File: config.mk
export PLATFORM = sky130hd
export DESIGN_NAME = uart_rx_sum_flat
export DESIGN_NICKNAME = d
export VERILOG_FILES = /design/src/rtl/uart_rx_sum_if.sv /design/src/rtl/uart_rx_sum.sv /design/src/flat_wrapper.sv
export SDC_FILE = /design/constraint.sdc
export NUM_CORES = 1
export LEC_CHECK = 0
export CELL_PAD_IN_SITES_DETAIL_PLACEMENT = 1
export CELL_PAD_IN_SITES_GLOBAL_PLACEMENT = 1
export CORE_MARGIN = 2
export CORE_UTILIZATION = 38
export CTS_BUF_LIST = sky130_fd_sc_hd__clkbuf_8
export CTS_CLUSTER_SIZE = 14
export DETAILED_ROUTE_END_ITERATION = 6
export PLACE_DENSITY = 0.74
export SETUP_SLACK_MARGIN = 0.05
export SLEW_MARGIN = 20
export SYNTH_ARGS = -nofsm -noshare
export SYNTH_HDL_FRONTEND = slang
export SYNTH_SLANG_ARGS = --single-unit
File: constraint.sdc
create_clock -name clk -period 2.7 [get_ports clk]
set_input_delay 0.405 -clock clk [delete_from_list [all_inputs] [get_ports clk]]
set_output_delay 0.405 -clock clk [all_outputs]
set_load 0.03 [all_outputs]
File: src/rtl/uart_rx_sum_if.sv
// uart_rx_sum_if: serial line plus received-byte outputs of uart_rx_sum
interface uart_rx_sum_if;
    logic        ser_in;
    logic [7:0]  rx_data;
    logic        rx_valid;
    logic        frame_err;
    logic [31:0] rx_sum;
    logic        busy;
    modport master (output ser_in, input rx_data, rx_valid, frame_err, rx_sum, busy);
    modport slave (input ser_in, output rx_data, rx_valid, frame_err, rx_sum, busy);
endinterface

File: src/rtl/uart_rx_sum.sv
// uart_rx_sum: 8N1 serial receiver with byte strobe, framing-error strobe and running byte sum
module uart_rx_sum #(
    parameter int CLOCKS_PER_BIT = 4
) (
    input logic          clk,
    input logic          rst,
    uart_rx_sum_if.slave bus
);
    localparam int CW = $clog2(CLOCKS_PER_BIT);
    localparam logic [CW-1:0] HALF_M1 = CW'(CLOCKS_PER_BIT / 2 - 1);
    localparam logic [CW-1:0] LAST = CW'(CLOCKS_PER_BIT - 1);
    typedef enum logic [2:0] {IDLE, START, DATA, STOP, BREAK} state_t;
    state_t        state_q;
    logic [1:0]    sync_q;
    logic [CW-1:0] cnt_q;
    logic [2:0]    bitn_q;
    logic [7:0]    shift_q;
    logic [7:0]    data_q;
    logic          valid_q;
    logic          err_q;
    logic [31:0]   sum_q;
    logic          s;
    assign s = sync_q[1];
    always_ff @(posedge clk) begin
        if (rst) begin
            sync_q  <= 2'b11;
            state_q <= IDLE;
            cnt_q   <= '0;
            bitn_q  <= '0;
            shift_q <= '0;
            data_q  <= '0;
            valid_q <= 1'b0;
            err_q   <= 1'b0;
            sum_q   <= '0;
        end else begin
            sync_q  <= {sync_q[0], bus.ser_in};
            valid_q <= 1'b0;
            err_q   <= 1'b0;
            cnt_q   <= cnt_q + 1'b1;
            case (state_q)
                IDLE: begin
                    cnt_q <= '0;
                    if (!s) state_q <= START;
                end
                START: if (cnt_q == HALF_M1) begin
                    cnt_q   <= '0;
                    bitn_q  <= '0;
                    state_q <= s ? IDLE : DATA;
                end
                DATA: if (cnt_q == LAST) begin
                    cnt_q           <= '0;
                    shift_q[bitn_q] <= s;
                    bitn_q          <= bitn_q + 1'b1;
                    if (bitn_q == 3'd7) state_q <= STOP;
                end
                // Leaving at the stop midpoint lets a back-to-back start edge be caught
                STOP: if (cnt_q == LAST) begin
                    valid_q <= s;
                    err_q   <= !s;
                    if (s) begin
                        data_q <= shift_q;
                        sum_q  <= sum_q + 32'(shift_q);
                    end
                    state_q <= s ? IDLE : BREAK;
                end
                BREAK: if (s) state_q <= IDLE;
                default: state_q <= IDLE;
            endcase
        end
    end
    assign bus.rx_data   = data_q;
    assign bus.rx_valid  = valid_q;
    assign bus.frame_err = err_q;
    assign bus.rx_sum    = sum_q;
    assign bus.busy      = state_q != IDLE;
endmodule

File: src/flat_wrapper.sv
// flat-port wrapper written by rule: the top's interface ports become plain ports
module uart_rx_sum_flat 
#(
    parameter int CLOCKS_PER_BIT = 4
)
  (clk, rst, bus_ser_in, bus_rx_data, bus_rx_valid, bus_frame_err, bus_rx_sum, bus_busy);
  uart_rx_sum_if bus_i ();
  input logic clk;
  input logic rst;
  input wire logic [$bits(bus_i.ser_in)-1:0] bus_ser_in;
  output wire logic [$bits(bus_i.rx_data)-1:0] bus_rx_data;
  output wire logic [$bits(bus_i.rx_valid)-1:0] bus_rx_valid;
  output wire logic [$bits(bus_i.frame_err)-1:0] bus_frame_err;
  output wire logic [$bits(bus_i.rx_sum)-1:0] bus_rx_sum;
  output wire logic [$bits(bus_i.busy)-1:0] bus_busy;
  assign bus_i.ser_in = bus_ser_in;
  assign bus_rx_data = bus_i.rx_data;
  assign bus_rx_valid = bus_i.rx_valid;
  assign bus_frame_err = bus_i.frame_err;
  assign bus_rx_sum = bus_i.rx_sum;
  assign bus_busy = bus_i.busy;
  uart_rx_sum #(.CLOCKS_PER_BIT(CLOCKS_PER_BIT)) u_core (.clk(clk), .rst(rst), .bus(bus_i));
endmodule
==> results.rst <==
.. list-table::
   :header-rows: 1

   * - Metric
     - Value
   * - Total number of vias
     - 2665
   * - Number of flops mapped to enable cells by yosys
     - 0
   * - Hpwl dp
     - 5320 um
   * - Sequential cell fraction of total power
     - 53.3%
   * - Main combinational cell family by area after synthesis
     - simple AND/OR/NAND/NOR gates
   * - Critical-path maximum fanout
     - 6
   * - 1st-iter DRT viols
     - 66
   * - Buffers plus inverters on the worst setup path
     - 1
   * - Worst Setup Path Type
     - reg -> reg
   * - Sequential Area
     - 0.00120 sq mm
   * - Number of global-route vias before repair
     - 2656
   * - Fin. Hold Viols
     - 0
   * - Die footprint
     - 0.00868 sq mm
   * - Setup repair after global routing missed its margin
     - false
   * - Most frequent cells in the layout
     - 60 x dfxtp_1, 44 x clkdlybuf4s50_1, 43 x nand2_1
   * - Layout-stage area growth over the synthesis result
     - 23.0%
   * - Seq cells post-synth
     - 60
   * - IO buf count
     - 45
   * - Max Buffers Root-to-Sink
     - 2
   * - Part of the power in the clock network
     - 41.5%
   * - Number of diodes
     - 0
   * - Die span in x
     - 93.2 um
   * - Fin crit share
     - 85.3%
   * - Sequential cell area fraction in the yosys report
     - 39.8%
   * - Cell variety after synth
     - 54
   * - Worst slew pin tran
     - 482 ps
   * - Total gr overflow
     - 0
   * - Crit path DAT
     - 2560 ps
   * - Net switching power
     - 397 uW
   * - Area of the core
     - 0.00773 sq mm
   * - Cell count along the critical path
     - 9
   * - Summed negative setup slack over all endpoints
     - 0 ps
   * - Clock root cell
     - clkbuf_8
   * - Post-synthesis instance area
     - 0.00302 sq mm
   * - Worst Setup EP
     - u_core.bus.rx_sum[30]
   * - Placer Congestion
     - 0.799
   * - Slowest cell on the critical path
     - fa_1
   * - Clock transition at the registers of the reported paths
     - 60 ps
   * - Clock Sink Count
     - 60
   * - Beginning of the worst register-to-register path
     - u_core.shift_q[0]
   * - Number of nets produced by synthesis
     - 370
   * - Most common library cell in the layout ignoring fill and taps
     - dfxtp_1
   * - Number of fill cells
     - 935
   * - Part of the total power dissipated in combinational logic
     - 5.2%
   * - Net total in the final layout
     - 414
   * - Residual DRC
     - 0
   * - Number of core rows
     - 32
   * - Post-Route WL
     - 7500 um
   * - Simple-Gate Fraction of Synth Area
     - 25.7%
   * - Count of buffers added by post-CTS timing repair for setup
     - 0
   * - Fraction of the mapped netlist area in adder cells
     - 6.05%
   * - Minimum clock period
     - 2300 ps
   * - Reported leakage power
     - 1.34 nW
   * - Antenna violations before repair
     - 0
   * - Fraction of layout cells with a size suffix above 1
     - 8.73%
   * - Design internal power
     - 1.29 mW
   * - Ordered list of cells on the worst path
     - ha_1, inv_1, fa_1, nor2b_1, o2111ai_1, nand3_1, nand4_1, or3_1, a21oi_1
   * - Synth async-reset ratio
     - 0%
   * - Complex-gate fraction of the synthesized area
     - 15.2%
   * - Inst Count DP
     - 488
   * - Run status
     - finished, final reports clean
   * - Clock tree from TritonCTS
     - built
   * - Pin count of the biggest net entering global routing
     - 37
   * - Multiplexer area fraction after synthesis
     - 2.65%
   * - Critical path startpoint category
     - flop
   * - Average wire per cell in the routed design
     - 14.9 um
   * - Post-route clock skew
     - 8.54 ps
   * - Synthesis Warnings
     - 0
   * - Global-route wire length before repair
     - 12900 um
   * - Path depth of the worst reg2reg path
     - 9
   * - Die span in y
     - 93.2 um
   * - Clock latency of the later-clocked register in the worst-skew pair
     - 330 ps
   * - All-Layer GR Usage
     - 18.8%
   * - CP required
     - 2960 ps
   * - Final worst hold slack
     - 412 ps
   * - Power per Cell Area
     - 455 mW/mm^2
   * - Slew Limit Fails
     - 0
   * - First-pass DRT Iterations
     - 4
   * - Cts hold-fix bufs
     - 0
   * - Cell type group with the largest total delay on the critical path
     - simple AND/OR/NAND/NOR gates
   * - Synthesized area per cell
     - 8.56 sq um
   * - Endpoints failing setup
     - 0
   * - Min-delay worst type
     - reg -> reg
   * - Finished Core Util
     - 48.1%
   * - Number of cells upsized or downsized after cts
     - 0
   * - Routed length on met3
     - 219 um
   * - Switching share of power
     - 23.5%
   * - Number of nets with antenna violations after detailed routing
     - 0
   * - Metal2 WL
     - 3560 um
   * - Cts bufs inserted
     - 9
   * - Routed vias/inst
     - 5.30
   * - IO Pins
     - 46
   * - Gate count after technology mapping
     - 353
   * - Worst setup EP type
     - flop
   * - F_max
     - 434 MHz
   * - Initial core utilization
     - 39.1%
   * - Max stage delay on crit path
     - 410 ps
   * - VDD IR-drop max
     - 226 uV
   * - Top FF cell, synth
     - dfxtp_1
   * - Register-to-Register Setup Slack
     - 400 ps
   * - Number of max-cap violations
     - 0
   * - Multi-input gate area
     - 0.00168 sq mm
   * - Critical Path Start
     - u_core.shift_q[0]
   * - Synthesized-area fraction occupied by xor and xnor cells
     - 6.09%
   * - Headroom to the max-slew limit
     - 67.8%
   * - Worst r2r dst
     - u_core.bus.rx_sum[30]
   * - Layout Cells excl Fill
     - 503
   * - Top layer in use
     - met4
   * - Maximum level of the CTS H-tree
     - 3
   * - Routed metal-1 wire length
     - 3610 um
[registers in the layout, summed over array words and instances (netlist names)]
name                  count
u_core.bitn_q             3
u_core.bus.rx_valid       1
u_core.sync_q             2
u_core.shift_q            8
u_core.bus.rx_data        8
u_core.state_q            3
u_core.cnt_q              2
u_core.bus.frame_err      1
u_core.bus.rx_sum        32
[worst min-delay path by stage]
stage | startpoint | to | slack [ps] | cells past startpoint
floorplan | u_core.sync_q[0] | u_core.sync_q[1] | 390 | 1
global placement | u_core.sync_q[0] | u_core.sync_q[1] | 390 | 1
detailed placement | u_core.sync_q[0] | u_core.sync_q[1] | 400 | 1
CTS | u_core.sync_q[0] | u_core.sync_q[1] | 420 | 1
global route | u_core.sync_q[0] | u_core.sync_q[1] | 430 | 1
finish | u_core.sync_q[0] | u_core.sync_q[1] | 410 | 1
[cell type report]
type | instances | area share (%)
Multi-Input combinational cell | 263 | 45.3
Clock inverter | 4 | 0.471
Timing Repair Buffer | 51 | 13.2
Tap cell | 102 | 3.43
Inverter | 12 | 1.21
Sequential cell | 60 | 32.3
Clock buffer | 11 | 4.07
[synthesized netlist by cell type, drive strengths merged (8+ instances only)]
cell type / n / share of area (%)
mux2i: 8 / 2.7
xnor2: 8 / 2.3
nor2: 41 / 5.1
xor2: 13 / 3.8
dfxtp: 60 / 40
nand3: 12 / 2.0
a21oi: 33 / 5.8
and3: 10 / 2.4
clkbuf: 12 / 1.9
o21ai: 11 / 1.8
nand2: 43 / 5.3
inv: 12 / 1.5
ha: 13 / 5.4
or3: 9 / 1.9
[routing by layer]
metal	vias to the layer above	track usage (%)
met5	-	0
met4	0	5.76
met3	10	4.83
met2	42	30.6
met1	1290	24.4
li1	1323	-
[kinds of logic after synthesis]
kind of cell    count (synthesis)
mux                             8
buf+inv                        30
xor+xnor                       21
compound gates                 70
simple gates                  150
fa+ha+maj                      14
flops                          60
[power by group through the flow]
stage	clock [mW]	sequential [mW]	combinational [mW]
3_3_place_gp	0	0.920	0.0858
6_report	0.702	0.901	0.0874
5_1_grt	0.775	0.901	0.0980
4_1_cts	0.726	0.900	0.0884
3_5_place_dp	0	0.920	0.0871
2_1_floorplan	0	0.918	0.0628
[per-stage QoR]
step | setup slack, ps | total power [mW] | area [sq um]
6_report | 396 | 1.69 | 3720
3_5_place_dp | 449 | 1.01 | 3550
2_1_floorplan | 290 | 0.981 | 3020
5_1_grt | 179 | 1.77 | 3720
3_3_place_gp | 556 | 1.01 | 3550
4_1_cts | 406 | 1.71 | 3720
Power figures use the tool's default switching activity.
==> variant 1: new RTL, same settings <==
`CLOCKS_PER_BIT` is set to 4 in 2 places; all go to 16.
--- a/src/rtl/uart_rx_sum.sv
+++ b/src/rtl/uart_rx_sum.sv
@@ -1,6 +1,6 @@
 // uart_rx_sum: 8N1 serial receiver with byte strobe, framing-error strobe and running byte sum
 module uart_rx_sum #(
-    parameter int CLOCKS_PER_BIT = 4
+    parameter int CLOCKS_PER_BIT = 16
 ) (
     input logic          clk,
     input logic          rst,
--- a/src/flat_wrapper.sv
+++ b/src/flat_wrapper.sv
@@ -1,7 +1,7 @@
 // flat-port wrapper written by rule: the top's interface ports become plain ports
 module uart_rx_sum_flat 
 #(
-    parameter int CLOCKS_PER_BIT = 4
+    parameter int CLOCKS_PER_BIT = 16
 )
   (clk, rst, bus_ser_in, bus_rx_data, bus_rx_valid, bus_frame_err, bus_rx_sum, bus_busy);
   uart_rx_sum_if bus_i ();
Behaviour: not the same (a bounded check fails within 10 cycles, from zero or initial values and one cycle with rst high).
==> variant 1 against the original RTL <==
  * Sequential share of layout area grew 0.28 points
  * Setup slack got worse by 0.12 ns
  * Worst hold slack worse by 0.00071 ns
  * Final area is 2.5% higher
  * Wire length grew 8.1%
  * Sequential cell count rose by 2
  * Synthesized area is 2.0% higher
  * Critical path type unchanged
  * Largest cell class unchanged
Power is not compared: it rests on default switching activity, and its combinational part moved more than twofold at a synthesized area within 25%.
==> variant 1: results (changes against the original RTL) <==
[outcome]
status = finished, final reports clean  ; unchanged

[clock_network]
cts_htree_levels = 3  ; unchanged
cts_buffers = 9  ; unchanged
cts_setup_buffers = 0  ; unchanged
clockBufferDepth = 2  ; unchanged
clk_latency_ns = 0.34
clk_pin_slew_ns = 0.07
cts_root_buf = clkbuf_8  ; unchanged

[grt]
antenna_found_initial = 0  ; unchanged
grt.total_usage_pct = 19.15  ; was 18.75%
grt_max_degree = 33  ; was 37
grt_pass1_wl_um = 13630  ; was 12900 µm
grt_pass1_vias = 2778  ; was 2656

[route]
drtIter0Drc = 106  ; was 66
wl_per_cell_um = 15.91  ; was 14.92 µm
dr.pass1.iters = 4  ; unchanged
viasPerCell = 5.682  ; was 5.298

[synth]
yosys-top-cells-count = dfxtp_1, nand2_1, a21oi_1, nor2_1, clkbuf_1  ; was dfxtp_1, nand2_1, nor2_1, a21oi_1
ys_warn_count = 0  ; unchanged
synth_most_common_cell = dfxtp_1  ; unchanged
ys_top_cells_by_area = dfxtp_1, a21oi_1, nand2_1  ; was dfxtp_1, ha_1, nand2_1
synth-seq-area-share_pct = 40.29  ; was 39.77%
ys.flop_type = dfxtp_1  ; unchanged
synth_fp_nets = 377  ; was 370
synthDistinctLibCells = 48  ; was 54
async_reset_ff_share_pct = 0  ; unchanged

[placement]
portBuffers = 45  ; unchanged
place.gp.congestion = 0.7638  ; was 0.7990
dp_slack_ns = 0.2840  ; was 0.4491 ns
hpwlAfterDp_um = 5552  ; was 5315 µm

[setup_path]
crit_family = adder cells  ; was simple AND/OR/NAND/NOR gates
crit_fanout = 14  ; was 6
crit_slowest_cell = fa_1  ; unchanged
arrival_ns = 2.62  ; was 2.56 ns
cpPeakStageDelay_ns = 0.38  ; was 0.41 ns

[sta]
finalClockSkew_ns = 0.008866  ; was 0.008536 ns
finalHoldViolCount = 0  ; unchanged
tightest_slew_ns = 0.5873  ; was 0.4819 ns

[finish]
drive_gt1_share_pct = 8.578  ; was 8.728%
num_antenna_cells = 0  ; unchanged
final_nets = 419  ; was 414
largest_reg_flops = 32  ; unchanged

[pwr]
peakVddDrop_uv = 294.1
leakage_nw = 1.319

[worst_hold_path]
hold_class = flop to flop  ; unchanged

variant 1: layout make-up:
type | instances | area, µm²
Timing Repair Buffer | 54 | 513.0
Fill cell | 948 | 4000
Inverter | 10 | 37.54
Multi-Input combinational cell | 267 | 1702
Tap cell | 102 | 127.6
Clock inverter | 2 | 7.507
Clock buffer | 13 | 178.9
Sequential cell | 62 | 1241
variant 1: per-layer routing:
| metal | wire length, µm | GRT usage (%) |
|---|---|---|
| met2 | 3863 | 30.60 |
| met3 | 185 | 3.210 |
| met4 | 123 | 6.884 |
| met5 | 0 | 0 |
| met1 | 3941 | 26.02 |
variant 1: timing repair:
action | CTS | global route
hold buffers | 0 | 0
endpoints found under the setup margin | 0 | 2
resized for setup | 0 | 1
variant 1: path summary, 6_finish.rpt:
check | to | start | slack [ns] | cells after the start
max | u_core.bus.rx_sum[30] | u_core.shift_q[0] | 0.28 | 9
min | u_core.sync_q[1] | u_core.sync_q[0] | 0.41 | 1
max reg2reg | u_core.bus.rx_sum[30] | u_core.shift_q[0] | 0.28 | 9
min reg2reg | u_core.sync_q[1] | u_core.sync_q[0] | 0.41 | 1
variant 1: where the power goes:
group / leakage [nW] / switching [W] / internal, W
logic: 0.715 / 0.0000268 / 0.0000113
registers: 0.500 / 0.00000286 / 0.000917
clock network: 0.104 / 0.000357 / 0.000423
total: 1.32 / 0.000387 / 0.00135
variant 1: cell families after synthesis:
group                      Yosys count  share of synthesized area [%]
muxes                                8                          2.600
and+or+nand+nor                    151                          26.56
DFF                                 62                          40.29
buffers and inverters               33                          4.508
xor gates and xnor gates             5                          1.422
adders and majority gates           12                          5.118
AOI/OAI and AO/OA                   91                          19.50
variant 1: stage by stage:
step	utilization (%)	instance area [µm²]	total power [W]	cells
5_1_grt	48.77	3807	0.001791	510
4_1_cts	48.75	3806	0.001753	510
3_5_place_dp	46.36	3620	0.0009791	495
3_3_place_gp	46.36	3620	0.0009783	495
6_report	48.77	3807	0.001738	510
2_1_floorplan	-	3080	0.0009661	362
==> variant 2: new RTL, config.mk and constraints unchanged <==
Without the edit above. The 5 states of `state_t` get a one-hot encoding in 5 bits.
--- a/src/rtl/uart_rx_sum.sv
+++ b/src/rtl/uart_rx_sum.sv
@@ -9,7 +9,7 @@
     localparam int CW = $clog2(CLOCKS_PER_BIT);
     localparam logic [CW-1:0] HALF_M1 = CW'(CLOCKS_PER_BIT / 2 - 1);
     localparam logic [CW-1:0] LAST = CW'(CLOCKS_PER_BIT - 1);
-    typedef enum logic [2:0] {IDLE, START, DATA, STOP, BREAK} state_t;
+    typedef enum logic [4:0] {IDLE = 5'b00001, START = 5'b00010, DATA = 5'b00100, STOP = 5'b01000, BREAK = 5'b10000} state_t;
     state_t        state_q;
     logic [1:0]    sync_q;
     logic [CW-1:0] cnt_q;
Function: same outputs for any inputs over 10 cycles, from zero or initial values and one cycle with rst high; not proved beyond that.
==> variant 2 against the original RTL <==
  * Synthesized area is 3.9% higher
  * Die area grew 3.7%
  * Sequential cell count grew 2
  * Final area is 6.3% higher
  * Setup slack worse by 0.069 ns
  * Wire length up 12%
  * Critical path type unchanged
  * Highest routed layer unchanged
Power is not compared: it rests on default switching activity, and its combinational part moved more than twofold at a synthesized area within 25%.
==> variant 2: results (changes against the original RTL) <==
[route]
wl_per_cell_um = 15.93  ; was 14.92 µm
via_count = 2903  ; was 2665

[floorplan]
die_w_um = 94.86  ; was 93.16 µm

[synth]
synth_fp_nets = 384  ; was 370
synthDistinctLibCells = 51  ; was 54
ys_top_cells_by_area = dfxtp_1, a21oi_1, ha_1  ; was dfxtp_1, ha_1, nand2_1
synth-seq-area-share_pct = 39.57  ; was 39.77%

[finish]
fin_cells = 528  ; was 503
multi_input_cells = 273  ; was 263
clock_area_share_pct = 4.403  ; was 4.545%
buffer_area_share_pct = 14.63  ; was 13.20%
area_growth_pct = 25.93  ; was 23.03%
buffers = 61  ; was 51

[sta]
max-slew-margin-rel_pct = 52.63  ; was 67.84%

[placement]
place.gp.congestion = 0.8150  ; was 0.7990
dp_slack_ns = 0.01513  ; was 0.4491 ns
hpwlAfterDp_um = 5892  ; was 5315 µm

[setup_path]
arrival_ns = 2.63  ; was 2.56 ns
crit_fanout = 21  ; was 6
reg2reg_from = u_core.bus.rx_sum[0]  ; was u_core.shift_q[0]

[clock_network]
cts_num_sinks = 62  ; was 60

[outcome]
status = finished, final reports clean  ; unchanged

[grt]
grt_max_degree = 50  ; was 37
grt_pass1_wl_um = 14100  ; was 12900 µm
met2_usage_pct = 33.57  ; was 30.62%

==> variant 2: changes by cell type in the layout (fill, tap and decap cells not counted), sizes merged, moves of 6 or more <==
cell and delta:
and3 -10, and4 -6, buf +10, nand2 -6, nor2 -10, nor3 +7, o31ai +16, or4 +14
xor2 -9
==> variant 2: per-layer routing <==
| metal | vias up | share of wire, % |
|---|---|---|
| li1 | 1444 | - |
| met1 | 1408 | 47 |
| met2 | 41 | 48 |
| met3 | 10 | 3.1 |
| met4 | 0 | 1.3 |
| met5 | - | 0 |
==> variant 2: logic make-up (layout without fill, tap and decap cells) <==
kind of cell / count (synthesis) / in the layout / synth area share (%)
adder cells (fa/ha/maj): 14 / 14 / 5.824
XOR/XNOR: 8 / 8 / 2.234
multiplexers: 12 / 12 / 3.949
buffers and inverters: 32 / 88 / 4.108
flip-flops: 62 / 62 / 39.57
AO/OA/AOI/OAI: 95 / 95 / 18.87
AND/OR/NAND/NOR: 144 / 144 / 25.45
==> variant 2: timing repair <==
action / CTS / global route
endpoints found under the setup margin: 3 / 0
hold endpoints to repair: 0 / 0
gates resized for setup: 1 / 0
==> variant 2: how the worst min path moves through the flow <==
stage                  endpoint  slack [ns]  cells past startpoint
5_1_grt        u_core.sync_q[1]        0.44                      1
6_report       u_core.sync_q[1]        0.42                      1
3_5_place_dp   u_core.sync_q[1]        0.40                      1
3_3_place_gp   u_core.sync_q[1]        0.40                      1
4_1_cts        u_core.sync_q[1]        0.42                      1
2_1_floorplan  u_core.sync_q[1]        0.39                      1
==> variant 2: critical path, cell delays in order, from the launching register on <==
cell and delay [ns]:
dfxtp_1 0.35, ha_1 0.20, inv_1 0.07, fa_1 0.40, nor2b_1 0.16, o31a_1 0.24, o31ai_4 0.19, or4_1 0.52
a21oi_1 0.16
